File: src/rtl/hazard_scoreboard.sv
// Pipeline hazard scoreboard: tracks in-flight register writers after Decode
// with a per-entry Tnew countdown, plus a mult/div busy counter, and raises a
// combinational stall for the Decode-stage instruction.
// Latency: stall outputs are same-cycle combinational; state updates one edge after accept.
// Backpressure: stall freezes PC/F/D; a bubble is injected into entry 0 (E) while stalled.
//
// Ports:
//   clk, reset_n             clock / async active-low reset
//   d_valid                  D holds a real instruction
//   d_rs, d_rt               D source registers (0 = unused)
//   d_tuse_rs, d_tuse_rt     Tuse per source (all-ones = unused)
//   d_wa, d_wa_alt           destination and alternate destination
//   d_wa_alt_en              destination is d_wa or d_wa_alt (resolved after E)
//   d_tnew                   Tnew of the D instruction as seen in E
//   d_md_use/start/div       mult/div usage, launch, and divide select
//   stall, stall_reg, stall_md, md_busy, md_cnt   hazard outputs / busy state
module hazard_scoreboard #(
  parameter  int NSTAGE   = 2,
  parameter  int AW       = 5,
  parameter  int TW       = 3,
  parameter  int MULT_LAT = 5,
  parameter  int DIV_LAT  = 10,
  localparam int CW       = $clog2(DIV_LAT + 1)
) (
  input  logic          clk,
  input  logic          reset_n,
  input  logic          d_valid,
  input  logic [AW-1:0] d_rs,
  input  logic [AW-1:0] d_rt,
  input  logic [TW-1:0] d_tuse_rs,
  input  logic [TW-1:0] d_tuse_rt,
  input  logic [AW-1:0] d_wa,
  input  logic [AW-1:0] d_wa_alt,
  input  logic          d_wa_alt_en,
  input  logic [TW-1:0] d_tnew,
  input  logic          d_md_use,
  input  logic          d_md_start,
  input  logic          d_md_div,
  output logic          stall,
  output logic          stall_reg,
  output logic          stall_md,
  output logic          md_busy,
  output logic [CW-1:0] md_cnt
);

  typedef struct packed {
    logic          valid;
    logic [AW-1:0] wa;
    logic [AW-1:0] wa_alt;
    logic          alt_en;
    logic [TW-1:0] tnew;
  } entry_t;

  entry_t        sb_q [NSTAGE];
  entry_t        sb_d [NSTAGE];
  logic [CW-1:0] md_cnt_q, md_cnt_d;
  logic          reg_hit;

  // Register 0 is never a real dependency; the alternate destination only
  // counts when the writer declared it as a candidate.
  function automatic logic src_match(input logic [AW-1:0] src, input entry_t e);
    return (src != '0) && e.valid &&
           ((src == e.wa) || (e.alt_en && (src == e.wa_alt)));
  endfunction

  always_comb begin
    reg_hit = 1'b0;
    for (int i = 0; i < NSTAGE; i++) begin
      if (src_match(d_rs, sb_q[i]) && (sb_q[i].tnew > d_tuse_rs)) reg_hit = 1'b1;
      if (src_match(d_rt, sb_q[i]) && (sb_q[i].tnew > d_tuse_rt)) reg_hit = 1'b1;
    end
  end

  assign md_busy   = (md_cnt_q != '0);
  assign md_cnt    = md_cnt_q;
  assign stall_reg = d_valid & reg_hit;
  assign stall_md  = d_valid & d_md_use & md_busy;
  assign stall     = stall_reg | stall_md;

  // Next state: everything advances one stage every cycle regardless of the
  // stall, so older writers drain and a held stall always resolves itself.
  always_comb begin
    for (int i = 0; i < NSTAGE; i++) sb_d[i] = '0;
    for (int i = 1; i < NSTAGE; i++) begin
      sb_d[i] = sb_q[i-1];
      if (sb_q[i-1].tnew != '0) sb_d[i].tnew = sb_q[i-1].tnew - TW'(1);
    end
    if (d_valid && !stall) begin
      sb_d[0].valid  = 1'b1;
      sb_d[0].wa     = d_wa;
      sb_d[0].wa_alt = d_wa_alt;
      sb_d[0].alt_en = d_wa_alt_en;
      sb_d[0].tnew   = d_tnew;
    end

    // A start can only be accepted when idle (it also asserts md_use), so
    // the load never overlaps a running operation.
    md_cnt_d = md_cnt_q;
    if (d_valid && d_md_start && !stall)
      md_cnt_d = d_md_div ? CW'(DIV_LAT) : CW'(MULT_LAT);
    else if (md_cnt_q != '0)
      md_cnt_d = md_cnt_q - CW'(1);
  end

  always_ff @(posedge clk or negedge reset_n) begin
    if (!reset_n) begin
      for (int i = 0; i < NSTAGE; i++) sb_q[i] <= '0;
      md_cnt_q <= '0;
    end else begin
      for (int i = 0; i < NSTAGE; i++) sb_q[i] <= sb_d[i];
      md_cnt_q <= md_cnt_d;
    end
  end

endmodule

File: config.mk
export PLATFORM = sky130hd
export DESIGN_NAME = hazard_scoreboard
export DESIGN_NICKNAME = d
export VERILOG_FILES = /design/src/rtl/hazard_scoreboard.sv
export SDC_FILE = /design/constraint.sdc
export NUM_CORES = 1
export LEC_CHECK = 0
export CORE_MARGIN = 5
export CORE_UTILIZATION = 51
export CTS_BUF_LIST = sky130_fd_sc_hd__clkbuf_16
export CTS_CLUSTER_SIZE = 28
export DETAILED_ROUTE_END_ITERATION = 8
export GPL_TIMING_DRIVEN = 1
export HOLD_SLACK_MARGIN = 0.03
export PLACE_DENSITY = 0.9
export SETUP_SLACK_MARGIN = 0.2
export SYNTH_ARGS = -nofsm -noshare
export SYNTH_HDL_FRONTEND = slang
export SYNTH_SLANG_ARGS = --single-unit
File: constraint.sdc
create_clock -name clk -period 2.67 [get_ports clk]
set_input_delay 0.534 -clock clk [delete_from_list [all_inputs] [get_ports clk]]
set_output_delay 0.534 -clock clk [all_outputs]
set_load 0.03 [all_outputs]
==> key figures <==
Outcome
  • Status: complete, no violations

Synth
  • Syn avg cell area: 9.59 µm²
  • Top cells by area, synth: dfrtp_1, xnor2_1, ha_1
  • Cell variety after synth: 27
  • Sequential share of the synthesized area: 0.409
  • Most instantiated cells after synthesis: xnor2_1, dfrtp_1, inv_1
  • Syn_nets: 270
  • Area leader, netlist: dfrtp_1
  • Synth warn: 0
  • Yosys top cell area share: 0.409
  • Top_reg_cell synth: dfrtp_1
  • Number of synthesized register bits: 34
  • Most frequent cell after synthesis: xnor2_1
  • Mapped Area: 2080 µm²
  • Gate Count Post-Synth: 217
  • FFs w/ async S/R, synth: 1.00
  • Number of synthesized flops with an enable pin: 0

Placement
  • Gpl congestion: 0.870
  • PortBufs: 43
  • Cells after DPL: ~320
  • HPWL after DPL: 3600 µm

Power
  • Pleak: 1.33 nW
  • Pwr/cell area: 635 nW/µm²
  • VDD IR max: approximately 0.81 mV

Timing
  • Headroom to the max-slew limit: 0.717
  • Fin crit share: 0.967
  • Worst Tran Pin Value: between 0.4 and 0.5 ns
  • Max Clock Skew: 0.00539 ns
  • RSZ-0062 raised after global routing: true
  • Fmax: 388 MHz
  • Final setup viols: 0
  • Crit path time final: 2.58 ns
  • Hold Fails Final Rpt: 0
  • Final Max Slew Viols: 0
  • Setup_tns: 0 ns

Critical path
  • Worst setup SP type: input pin
  • Critical setup path kind: in2out
  • Crit path max fanout: 2
  • CP arrival: 2.05 ns
  • Worst R2R Path Depth: 9
  • Worst r2r src: sb_q[1]
  • CP endpoint kind: output pin
  • R2R Setup Slk: ~0.55 ns
  • FF-to-FF End: md_cnt[1]
  • CP required: 2.14 ns

Floorplanning
  • Std cell rows: 23
  • Die width: 73.9 µm
  • Die H: 73.9 µm
  • Initial Util: 0.524
  • # IOs: 44
  • Full die area: roughly 5500 µm²
  • Core Region: 3970 µm²

Routing
  • DR WL/cell: 15.3 µm
  • Vias per Instance: 5.13
  • Post-route ant nets: 0
  • DRC errors left: 0
  • Vias: roughly 1,700
  • DRT iter0 DRCs: 74
  • Detailed Routing Iterations Pass 1: 4
  • Routed WL: 4980 µm

Clock network
  • CTS Hold Buffers Added: 0
  • Clk buf depth: 2
  • Clk Latency, worst-skew pair: 0.27 ns
  • CTS tree: built
  • # H-tree levels: 2
  • CTS clk-pin slew, worst paths: 0.05 ns
  • CTS Sinks: 34
  • TritonCTS buffer count: 5
  • Root buffer cell: clkbuf_16

Global routing
  • Vias in the first global route: 1,794
  • First-pass GRT wire length: between 8000 and 9000 µm
  • Initial antenna violation count: 0
  • Global-route usage over all layers: 0.201
  • Largest net degree at the start of global routing: 35
  • Remaining global-route overflow: 0

Cells and area
  • Final Non-Filler Cells: approximately 330
  • Layout area overhead: 40.2%
  • Fraction of layout cells with a size suffix above 1: 0.262
  • Final core occ: 0.735
  • Ant. Diodes: 0
  • Fin nets: 327
  • Fillers: 271

Hold path
  • Min-Delay Path Depth: 0
  • Type of the most critical hold path: reg2reg
  • Hold endpoint: sb_q[3]
  • Min-delay src: sb_d[3]

Flow run
  • Max_cap viols: 0
worst max path at each step:
stage | start | end | slack [ns]
finish | d_rs[2] | stall | 0.09
global route | d_rs[2] | stall | 0.05
CTS | d_rs[2] | stall | 0.11
detailed placement | d_tuse_rs[1] | stall | -0.71
global placement | d_tuse_rs[1] | stall | -0.70
floorplan | d_rs[2] | stall | 0.20
layout by cell type (no fill, tap or decap), drive strengths merged:
cell type / count
xnor2: 42
dfrtp: 34
inv: 32
buf: 28
clkdlybuf4s50: 23
nor2: 19
nand2: 17
ha: 17
nand3: 9
clkbuf: 8
dlygate4sd2: 6
mux2i: 4
a211oi: 4
nand4: 4
o22ai: 4
nor2b: 4
o21ai: 4
or4: 2
a22oi: 2
xor2: 2
clkinv: 2
and2: 1
and3: 1
a21o: 1
nand4b: 1
a21oi: 1
mux2: 1
nor3: 1
dlymetal6s2s: 1
area by class of cell:
type                            count  area [µm²]  area share
Multi-Input combinational cell    141        1220       0.419
Sequential cell                    34         853       0.292
Timing Repair Buffer               61         527       0.180
Clock buffer                        5         125      0.0429
Inverter                           31         116      0.0399
Tap cell                           50        62.6      0.0214
Clock inverter                      3        12.5     0.00429
stage by stage:
step           setup WS [ns]  hold WS, ns  total power [W]  cell area (µm²)
6_report              0.0894        0.421          0.00185             2920
5_1_grt               0.0460        0.448          0.00196             2920
3_5_place_dp          -0.712        0.408          0.00128             2630
2_1_floorplan          0.198        0.238          0.00104             2080
3_3_place_gp          -0.698        0.401          0.00125             2630
4_1_cts                0.110        0.419          0.00185             2910
metal layers:
metal | global-route usage | vias to the layer above | wire length [µm]
li1 | - | 800 | -
met1 | 0.229 | 801 | 2010
met2 | 0.359 | 52 | 2620
met3 | 0.0465 | 15 | 228
met4 | 0.0825 | 0 | 131
met5 | 0 | - | 0
flip-flops by register name (all words and copies together), names as in the netlist:
register	cells
sb_d	12
md_cnt	4
sb_q	18
power by group:
part | total, W | switching (W) | internal (W) | leakage (nW)
sequential | 0.000671 | 0.0000824 | 0.000589 | 0.436
combinational | 0.000655 | 0.000326 | 0.000329 | 0.819
clock | 0.000526 | 0.000191 | 0.000336 | 0.0724
total | 0.00185 | 0.000599 | 0.00125 | 1.33
worst max-delay path: stages:
cell      delay, ns
buf_6          0.09
or4_4          0.54
nor2_4         0.12
a211oi_2       0.05
a22oi_2        0.26
nand2_2        0.11
a21o_1         0.19
buf_6          0.14
kinds of logic (layout without fill, tap and decap cells):
| kind of cell | Yosys count | count (layout) | share of synthesized area |
|---|---|---|---|
| AOI/OAI and AO/OA | 16 | 16 | 0.0541 |
| xor gates and xnor gates | 44 | 44 | 0.185 |
| adders and majority gates | 17 | 17 | 0.102 |
| buffers and inverters | 42 | 100 | 0.0877 |
| DFF | 34 | 34 | 0.409 |
| muxes | 5 | 5 | 0.0264 |
| and+or+nand+nor | 59 | 59 | 0.136 |
timing repair:
item | CTS | global route
endpoints found under the setup margin | 3 | 3
gates cloned | 0 | 0
setup buffers | 1 | 0
resized for setup | 82 | 12
endpoints found under the hold margin | 0 | 0
pin swaps | 27 | 12
No activity file was read; power rests on OpenSTA's default activity.
